**config.mk**
```make
export PLATFORM = sky130hd
export DESIGN_NAME = store_buffer
export DESIGN_NICKNAME = d
export VERILOG_FILES = /design/src/rtl/mem_pkg.sv /design/src/rtl/store_merge.sv /design/src/rtl/store_buffer.sv
export SDC_FILE = /design/constraint.sdc
export NUM_CORES = 1
export LEC_CHECK = 0
export CORE_MARGIN = 2
export CORE_UTILIZATION = 45
export DETAILED_ROUTE_END_ITERATION = 6
export GPL_TIMING_DRIVEN = 0
export PLACE_DENSITY = 0.78
export SLEW_MARGIN = 20
export SYNTH_ARGS = -nofsm -noshare
export SYNTH_HDL_FRONTEND = slang
export SYNTH_HIERARCHICAL = 1
export SYNTH_SLANG_ARGS = --single-unit
```
**constraint.sdc**
```tcl
create_clock -name clk -period 6.5 [get_ports clk]
set_clock_uncertainty 0.1 [all_clocks]
set_input_delay 0.65 -clock clk [delete_from_list [all_inputs] [get_ports clk]]
set_output_delay 0.65 -clock clk [all_outputs]
set_load 0.03 [all_outputs]
```
**src/rtl/mem_pkg.sv**
```systemverilog
// Shared definitions for the data-memory path.
// Provides the access-size encoding, the store-buffer entry layout, the default buffer
// depth, and helpers that turn a right-justified store into byte enables and lane data.
package mem_pkg;

  localparam int unsigned SB_DEPTH = 4;

  typedef enum logic [1:0] {
    SZ_BYTE = 2'b00,
    SZ_HALF = 2'b01,
    SZ_WORD = 2'b10
  } mem_size_t;

  typedef struct packed {
    logic [29:0] word;  // addr[31:2]
    logic [31:0] data;  // already replicated into the enabled lanes
    logic [3:0]  be;
  } sb_entry_t;

  // Little-endian byte enables; the illegal size 11 falls back to a word access.
  function automatic logic [3:0] be_gen(input logic [1:0] size, input logic [1:0] lane);
    logic [3:0] be;
    case (size)
      SZ_BYTE: be = 4'b0001 << lane;
      SZ_HALF: be = lane[1] ? 4'b1100 : 4'b0011;
      default: be = 4'b1111;
    endcase
    return be;
  endfunction

  // Copies the right-justified store data into every lane it could land in.
  function automatic logic [31:0] lane_rep(input logic [1:0] size, input logic [31:0] data);
    logic [31:0] rep;
    case (size)
      SZ_BYTE: rep = {4{data[7:0]}};
      SZ_HALF: rep = {2{data[15:0]}};
      default: rep = data;
    endcase
    return rep;
  endfunction

endpackage

```
**src/rtl/store_merge.sv**
```systemverilog
// Byte-lane merge of new store data into an existing memory word.
// Ports:
//   old_word  existing memory word
//   new_data  lane-aligned store data
//   be        byte enables, bit i selects new_data lane i
//   merged    resulting word
module store_merge (
  input  logic [31:0] old_word,
  input  logic [31:0] new_data,
  input  logic [3:0]  be,
  output logic [31:0] merged
);

  always_comb begin
    merged = old_word;
    for (int i = 0; i < 4; i++) begin
      if (be[i]) merged[8*i +: 8] = new_data[8*i +: 8];
    end
  end

endmodule

```
**src/rtl/store_buffer.sv**
```systemverilog
// Posted-write buffer between the load/store path and a word-wide data memory
// (async read, sync write). Stores are queued in a small FIFO and drained one per cycle
// as read-modify-write merges; loads go straight to memory unless their word is pending.
// Ports:
//   clk, reset                      clock, synchronous active-high reset
//   cpu_mem_read / cpu_mem_write    load / store request
//   cpu_addr, cpu_wdata, cpu_size   byte address, right-justified data, access size
//   cpu_rdata                       raw memory word returned to loads
//   stall                           request not taken this cycle
//   empty                           no pending stores
//   dmem_addr/we/wdata, dmem_rdata  memory port
module store_buffer
  import mem_pkg::*;
#(
  parameter int unsigned DEPTH = SB_DEPTH
) (
  input  logic        clk,
  input  logic        reset,
  input  logic        cpu_mem_read,
  input  logic        cpu_mem_write,
  input  logic [31:0] cpu_addr,
  input  logic [31:0] cpu_wdata,
  input  logic [1:0]  cpu_size,
  output logic [31:0] cpu_rdata,
  output logic        stall,
  output logic        empty,
  output logic [31:0] dmem_addr,
  output logic        dmem_we,
  output logic [31:0] dmem_wdata,
  input  logic [31:0] dmem_rdata
);

  localparam int unsigned PW = (DEPTH > 1) ? $clog2(DEPTH) : 1;
  localparam int unsigned CW = $clog2(DEPTH + 1);
  localparam logic [PW-1:0] LastIdx = PW'(DEPTH - 1);
  localparam logic [CW-1:0] FullCnt = CW'(DEPTH);

  sb_entry_t        entries_q [DEPTH];
  logic [DEPTH-1:0] valid_q;
  logic [PW-1:0]    head_q, tail_q;
  logic [CW-1:0]    count_q;

  logic      write_req, hit, full, load_miss, drain, enq;
  sb_entry_t head_entry;
  logic [31:0] merged;

  function automatic logic [PW-1:0] ptr_inc(input logic [PW-1:0] p);
    return (p == LastIdx) ? '0 : p + 1'b1;
  endfunction

  // A simultaneous read and write is treated as a load.
  assign write_req = cpu_mem_write && !cpu_mem_read;
  assign full      = (count_q == FullCnt);
  assign empty     = (count_q == '0);
  assign head_entry = entries_q[head_q];

  always_comb begin
    hit = 1'b0;
    for (int i = 0; i < int'(DEPTH); i++) begin
      if (valid_q[i] && (entries_q[i].word == cpu_addr[31:2])) hit = 1'b1;
    end
  end

  assign load_miss = cpu_mem_read && !hit;
  // Stalled loads (hit) and stalled stores (full) leave the port free, so drain proceeds.
  assign drain     = (count_q != '0) && !load_miss;
  assign enq       = write_req && !full;
  assign stall     = !reset && ((write_req && full) || (cpu_mem_read && hit));

  store_merge u_merge (
    .old_word (dmem_rdata),
    .new_data (head_entry.data),
    .be       (head_entry.be),
    .merged   (merged)
  );

  always_comb begin
    dmem_addr  = cpu_addr;
    dmem_we    = 1'b0;
    dmem_wdata = '0;
    cpu_rdata  = '0;
    if (load_miss) begin
      cpu_rdata = dmem_rdata;
    end else if (drain) begin
      dmem_addr  = {head_entry.word, 2'b00};
      dmem_wdata = merged;
      dmem_we    = !reset;
    end
  end

  always_ff @(posedge clk) begin
    if (reset) begin
      head_q  <= '0;
      tail_q  <= '0;
      count_q <= '0;
      valid_q <= '0;
    end else begin
      // enq and drain never hit the same slot: enq needs !full, drain needs count > 0.
      if (enq) begin
        valid_q[tail_q] <= 1'b1;
        tail_q          <= ptr_inc(tail_q);
      end
      if (drain) begin
        valid_q[head_q] <= 1'b0;
        head_q          <= ptr_inc(head_q);
      end
      case ({enq, drain})
        2'b10:   count_q <= count_q + 1'b1;
        2'b01:   count_q <= count_q - 1'b1;
        default: count_q <= count_q;
      endcase
    end
  end

  // Payload needs no reset; valid_q qualifies it.
  always_ff @(posedge clk) begin
    if (!reset && enq) begin
      entries_q[tail_q].word <= cpu_addr[31:2];
      entries_q[tail_q].data <= lane_rep(cpu_size, cpu_wdata);
      entries_q[tail_q].be   <= be_gen(cpu_size, cpu_addr[1:0]);
    end
  end

  a_size_legal: assert property (@(posedge clk) disable iff (reset)
    (cpu_mem_read || cpu_mem_write) |-> (cpu_size != 2'b11));

  a_rw_exclusive: assert property (@(posedge clk) disable iff (reset)
    !(cpu_mem_read && cpu_mem_write));

endmodule

```
==> flow_metrics.py, run 1 <==
metrics = {
    "floorplanning": {
        "ios": 201,
        "design.die.area_um2": 31190,
        "die_w_um": 176.6,
        "die_y_um": 176.6,
        "start_util": 0.4548,
        "rows": 63,
        "core_um2": 29480,
    },
    "logic_synthesis": {
        "ys_seq_elements": 277,
        "netlist_area_um2": 13410,
        "synth.avg_cell_area_um2": 16.47,
        "synthArstFlopShare": 0,
        "yosysTopAreaCellShare": 0.5912,
        "synth_ff_type": "edfxtp_1",
        "synth_edf_count": 264,
        "syn-num-nets": 926,
        "synthSimpleGateAreaFrac": 0.06242,
        "synth_area_leaders": "edfxtp_1, mux4_2, xnor2_1, mux2_2, mux2_4",
        "synth_commonest_cells": "edfxtp_1, xnor2_1, and2_1",
        "synth-compound-area-share": 0.01698,
        "synth.most_common_cell": "edfxtp_1",
        "synthMuxAreaShare": 0.1913,
        "synth_top_area_cell": "edfxtp_1",
        "yosysWarnings": 6,
        "synth_cells": 814,
        "seq_area_frac_synth": 0.6106,
        "ys_types": 36,
        "synth_fa_ha_area_frac": 0.009891,
        "synth_xor_xnor_area_share": 0.07969,
        "synth_top_family_by_area": "multiplexers",
    },
    "timing": {
        "period_minus_slack_ps": 5203,
        "tns_ps": 0,
        "hold_viol": 0,
        "min_period_over_period": 0.8005,
        "fmax_ghz": 0.1922,
        "relSlewSlack": 0.3041,
        "setup_viol": 0,
        "maxSlewViolCount": 0,
        "worstMarginPinSlew_ps": 1044,
        "rsz0062_at_grt": "no",
    },
    "route": {
        "drtAntennaViolNets": 0,
        "dr_total_vias": 7984,
        "drt-total-wl_um": 33150,
        "drc_errors": 0,
        "post_drt_wl_per_cell_um": 22.69,
        "firstDrtPassIters": 5,
        "drt_iter0_markers": 743,
        "vias_per_cell": 5.465,
    },
    "cts": {
        "path_clk_slew_ps": 60,
        "cts_root_buf": "clkbuf_16",
        "cts_tree": "yes",
        "cts_made_buffers": 29,
        "cts_hold_buf": 0,
        "post_cts_buffers": 0,
        "worstSkewPairLatency_ps": 550,
        "htree_levels": 1,
        "cts_resized": 0,
        "clk_path_buf_depth": 3,
        "cts.sinks": 277,
    },
    "placed_design": {
        "gp_congestion": 0.8170,
        "place_area_um2": 16010,
        "hpwl_um": 23440,
        "numPortBuffers": 200,
    },
    "power_and_ir_drop": {
        "p_leak_nw": 5.496,
        "vdd_drop_max_v": 0.0002117,
        "power_density_nw_per_um2": 312.2,
    },
    "worst_setup_path": {
        "crit_slowest_cell": "clkdlybuf4s50_1",
        "cp_num_buf_inv": 4,
        "critPathMostFrequentCell": "clkdlybuf4s50_1",
        "crit_type": "in -> out",
        "cp_slowest_stage_delay_ps": 690,
        "crit_fanout": 11,
        "critPathRequiredTime_ps": 5750,
        "worst_ep_arrival_time_ps": 4450,
        "cpLargestDelayFamily": "buffers and inverters",
        "start_kind": "primary input",
        "worstPathCellList": "clkdlybuf4s50_1, buf_2, xnor2_1, nand4_1, nor4_1, a21boi_1, a31oi_4, clkbuf_1, and2_1, clkdlybuf4s50_1",
        "crit_path_end_kind": "output pin",
    },
    "global_route": {
        "use_met1": 0.2871,
        "top_usage_layer": "met2",
        "grt_pass1_wl_um": 49660,
        "first_global_vias": 8256,
        "antenna_found_initial": 0,
        "use_met3": 0.04446,
        "grt_use_total": 0.2137,
        "grt_overflow": 0,
        "use_met2": 0.3556,
        "grt_max_degree": 46,
    },
    "layout": {
        "layout.nets": 1161,
        "final_area_um2": 16940,
        "drive_gt1_frac": 0.2206,
        "syn_to_final_growth_pct": 26.33,
        "nFillCells": 2290,
    },
    "min_path": {
        "min_path_type": "reg -> reg",
    },
    "outcome": {
        "status": "finished clean",
    },
    "job": {
        "drv_cap": 0,
    },
}
## cell families (layout without fill, tap and decap cells)
logic type               count (synthesis)  count (layout)
AO/OA/AOI/OAI                           35              35
XOR/XNOR                               122             122
adder cells (fa/ha/maj)                 10              10
buffers and inverters                   74             330
flip-flops                             277             277
multiplexers                           152             152
other                                    0               1
AND/OR/NAND/NOR                        144             144
## power breakdown
group / switching [mW] / total [mW] / internal, mW
sequential: 0.0265 / 2.04 / 2.01
combinational: 0.856 / 1.63 / 0.771
clock: 0.656 / 1.63 / 0.969
total: 1.54 / 5.29 / 3.75
## routing by layer
metal | wire (um) | part of all wire
met5 | 0 | 0
met1 | 13500 | 0.41
met2 | 16340 | 0.49
met4 | 805 | 0.024
met3 | 2506 | 0.076
## stage by stage
| step | total power, mW | std cells | hold WS [ps] | worst slack [ps] | util |
|---|---|---|---|---|---|
| finish | 5.288 | 1461 | 404.7 | 1297 | 0.5746 |
| global route | 5.481 | 1460 | 447.4 | 1195 | 0.5745 |
| CTS | 5.319 | 1460 | 406.4 | 1288 | 0.5745 |
| detailed placement | 3.700 | 1408 | 396.8 | 1333 | 0.5431 |
| global placement | 3.688 | 1404 | 390.2 | 1112 | 0.5393 |
| floorplan | 3.122 | 814 | 369.2 | 3068 | - |
## tightest hold or removal path: stages (launching register included)
cell and delay, ps:
dfxtp_1 330, nand2_1 70, a21oi_1 60
## cell usage in the layout, fill, tap and decap left out, drive strengths merged, types with 2 or more instances in the layout
| master | n |
|---|---|
| a311o | 2 |
| dfxtp | 13 |
| nand4 | 27 |
| nor2b | 2 |
| buf | 52 |
| nand3 | 3 |
| clkdlybuf4s50 | 200 |
| mux2i | 8 |
| clkinv | 12 |
| nand2 | 13 |
| clkbuf | 51 |
| a211oi | 4 |
| xnor2 | 109 |
| a31oi | 2 |
| ha | 9 |
| inv | 11 |
| nor4 | 11 |
| o21ai | 11 |
| mux4 | 66 |
| o21bai | 4 |
| a21oi | 10 |
| nor3 | 4 |
| edfxtp | 264 |
| and2 | 69 |
| nor2 | 11 |
| bufinv | 4 |
| xor2 | 13 |
| mux2 | 78 |
## registers in the layout, summed over array words and instances (netlist names), named ones only
register and cells:
head_q 2, valid_q 4, tail_q 2, entries_q 264, count_q 3
## worst paths after layout
path / depth (start not counted) / endpoint / from / slack (ps)
worst max-delay path: 10 / dmem_wdata[4] / cpu_addr[11] / 1300
worst min-delay path: 2 / tail_q[1]$_SDFFE_PP0P_ / tail_q[1]$_SDFFE_PP0P_ / 400
worst max register to register: 12 / count_q[2]$_SDFFE_PP0P_ / entries_q[3][45]$_DFFE_PP_ / 2770
worst min register to register: 2 / tail_q[1]$_SDFFE_PP0P_ / tail_q[1]$_SDFFE_PP0P_ / 400
## final cells by class
cell class / instances / area (um2) / share of cell area
inverter: 10 / 37.54 / 0.002216
clock buffer: 35 / 748.2 / 0.04417
clock inverter: 17 / 177.7 / 0.01049
timing repair buffer: 204 / 2105 / 0.1242
buffer: 64 / 352.8 / 0.02083
multi-input combinational: 463 / 4841 / 0.2858
antenna: 1 / 2.502 / 0.0001477
sequential: 277 / 8188 / 0.4833
tap: 390 / 488.0 / 0.02881
Note: power is estimated with default switching activity, not from simulation.
==> run 2: changes to the inputs <==
--- a/config.mk
+++ b/config.mk
@@ -9,7 +9,7 @@
 export CORE_UTILIZATION = 45
 export DETAILED_ROUTE_END_ITERATION = 6
 export GPL_TIMING_DRIVEN = 0
-export PLACE_DENSITY = 0.78
+export PLACE_DENSITY = 0.81
 export SLEW_MARGIN = 20
 export SYNTH_ARGS = -nofsm -noshare
 export SYNTH_HDL_FRONTEND = slang
==> constraint.sdc (replaced) <==
create_clock -name clk -period 4.69 [get_ports clk]
set_clock_uncertainty 0.1 [all_clocks]
set_input_delay 0.469 -clock clk [delete_from_list [all_inputs] [get_ports clk]]
set_output_delay 0.469 -clock clk [all_outputs]
set_load 0.03 [all_outputs]
==> run 2 against run 1 <==
  * Critical path depth unchanged
  * Register-to-register slack worse by 1800 ps
  * Die area unchanged
  * Sequential cell count unchanged
  * Utilization decreased by 0.31 points
  * Combinational power rose by 39%
  * Count of clock-buffer cells in the layout increased by 2
  * Routed wire length fell by 0.97%
==> flow_metrics.py, run 2 (synthesized netlist as in run 1, its figures left out) <==
metrics = {
    "floorplanning": {
        "die_w_um": 176.6,
        "rows": 63,
        "die_y_um": 176.6,
        "design.die.area_um2": 31190,
        "core_um2": 29480,
        "start_util": 0.4548,
        "ios": 201,
    },
    "timing": {
        "maxSlewViolCount": 0,
        "fmax_ghz": 0.2205,
        "setup_viol": 0,
        "setup_slack_ps": 155.3,
        "min_period_over_period": 0.9669,
        "period_minus_slack_ps": 4535,
        "hold_viol": 0,
        "relSlewSlack": 0.2905,
        "worstMarginPinSlew_ps": 1056,
        "rsz0062_at_grt": "no",
    },
    "worst_setup_path": {
        "crit_fanout": 10,
        "worst_r2r_path_depth": 12,
        "cp_num_buf_inv": 4,
        "start_kind": "primary input",
        "cp_slowest_stage_delay_ps": 700,
        "crit_slowest_cell": "clkdlybuf4s50_1",
        "path_depth": 10,
        "worstPathCellList": "clkdlybuf4s50_1, buf_2, xnor2_1, nand4_1, nor4_1, a22oi_1, a31oi_4, buf_2, and2_1, clkdlybuf4s50_1",
        "critPathRequiredTime_ps": 4120,
        "cpLargestDelayFamily": "buffers and inverters",
        "crit_path_end_kind": "output pin",
        "crit_type": "in -> out",
        "worst_ep_arrival_time_ps": 3970,
    },
    "outcome": {
        "status": "finished clean",
    },
    "route": {
        "drc_errors": 0,
        "post_drt_wl_per_cell_um": 22.55,
        "dr_total_vias": 8057,
        "drt-total-wl_um": 32830,
        "vias_per_cell": 5.534,
        "drt_iter0_markers": 724,
        "firstDrtPassIters": 5,
        "drtAntennaViolNets": 0,
    },
    "cts": {
        "cts_made_buffers": 29,
        "clk_path_buf_depth": 3,
        "worstSkewPairLatency_ps": 530,
        "path_clk_slew_ps": 60,
        "cts_hold_buf": 0,
        "cts.sinks": 277,
        "cts_root_buf": "clkbuf_16",
        "cts_tree": "yes",
        "htree_levels": 1,
    },
    "min_path": {
        "hold_path_depth": 2,
        "min_path_type": "reg -> reg",
    },
    "layout": {
        "syn_to_final_growth_pct": 25.66,
        "largest_reg_flops": 264,
        "nFillCells": 2269,
        "reg_top3": "entries_q (264), valid_q (4), count_q (3)",
        "layout.nets": 1162,
        "final_area_um2": 16850,
        "top_register": "entries_q",
        "final_cell_mix": "edfxtp_1, clkdlybuf4s50_1, xnor2_1",
        "layout_commonest_cell": "edfxtp_1",
        "drive_gt1_frac": 0.2227,
        "regArea_um2": 8188,
        "multiInputGateArea_um2": 4857,
    },
    "power_and_ir_drop": {
        "p_leak_nw": 5.458,
        "power_density_nw_per_um2": 420.5,
        "vdd_drop_max_v": 0.0002620,
    },
    "global_route": {
        "grt_overflow": 0,
        "first_global_vias": 8194,
        "grt_use_total": 0.2085,
        "grt_pass1_wl_um": 48730,
        "grt_max_degree": 48,
        "antenna_found_initial": 3,
    },
    "placed_design": {
        "numPortBuffers": 200,
        "gp_congestion": 0.8581,
        "place_area_um2": 16020,
        "place_ws_ps": -204.9,
        "hpwl_um": 23050,
    },
    "job": {
        "drv_cap": 0,
    },
}
[run 2: cell count changes in the layout (fill, tap and decap cells not counted), moves of 2 or more]
| cell | change |
|---|---|
| bufinv_16 | -4 |
| clkinv_1 | -4 |
| clkbuf_2 | +3 |
| clkinv_2 | -2 |
[run 2: final cells by class]
class                           count  share of cell area
Buffer                             64             0.02116
Tap cell                          390             0.02896
Clock buffer                       37             0.04485
Sequential cell                   277              0.4859
Antenna cell                        2           0.0002970
Clock inverter                      8            0.002525
Timing Repair Buffer              205              0.1258
Multi-Input combinational cell    463              0.2883
Inverter                           10            0.002228
[run 2: per-layer routing]
layer  vias to the layer above  part of all wire  global-route usage
met4                         2             0.018             0.05544
met2                       318              0.50              0.3434
li1                       3573                 -                   -
met1                      4118              0.42              0.2864
met5                         -           0.00049                   0
met3                        46             0.067             0.03887
[run 2: final timing paths]
path | from | slack [ps] | to
worst min-delay path | tail_q[1]$_SDFFE_PP0P_ | 400 | tail_q[1]$_SDFFE_PP0P_
worst min register to register | tail_q[1]$_SDFFE_PP0P_ | 400 | tail_q[1]$_SDFFE_PP0P_
worst max-delay path | cpu_addr[24] | 160 | dmem_wdata[24]
worst max register to register | entries_q[1][58]$_DFFE_PP_ | 970 | count_q[2]$_SDFFE_PP0P_
[run 2: power breakdown]
group          internal (mW)  switching [mW]  leakage [nW]  total (mW)
sequential              2.78          0.0366          2.49        2.82
combinational           1.07            1.18          2.58        2.26
clock                   1.12           0.888         0.385        2.01
[run 2: tightest hold or removal path: cells and delay by family (launching register included)]
kind               cells  cell delay (ps)
DFF                    1              340
AOI/OAI and AO/OA      1               60
and+or+nand+nor        1               60
[run 2: stage by stage]
step	hold slack [ps]	total power [mW]	utilization	setup TNS [ps]	std cells
2_1_floorplan	369.2	4.327	-	0	814
5_1_grt	430.1	7.327	0.5715	0	1455
3_3_place_gp	392.8	5.100	0.5393	-112540	1404
6_report	402.4	7.085	0.5716	0	1456
4_1_cts	402.7	7.121	0.5708	0	1453
3_5_place_dp	393.6	5.130	0.5434	-2574	1408
[run 2: what timing repair did]
| action | CTS | global route |
|---|---|---|
| buffers inserted | 0 | 1 |
| gates resized for setup | 3 | 4 |
| endpoints found under the hold margin | 0 | 0 |
| setup endpoints to repair | 56 | 42 |
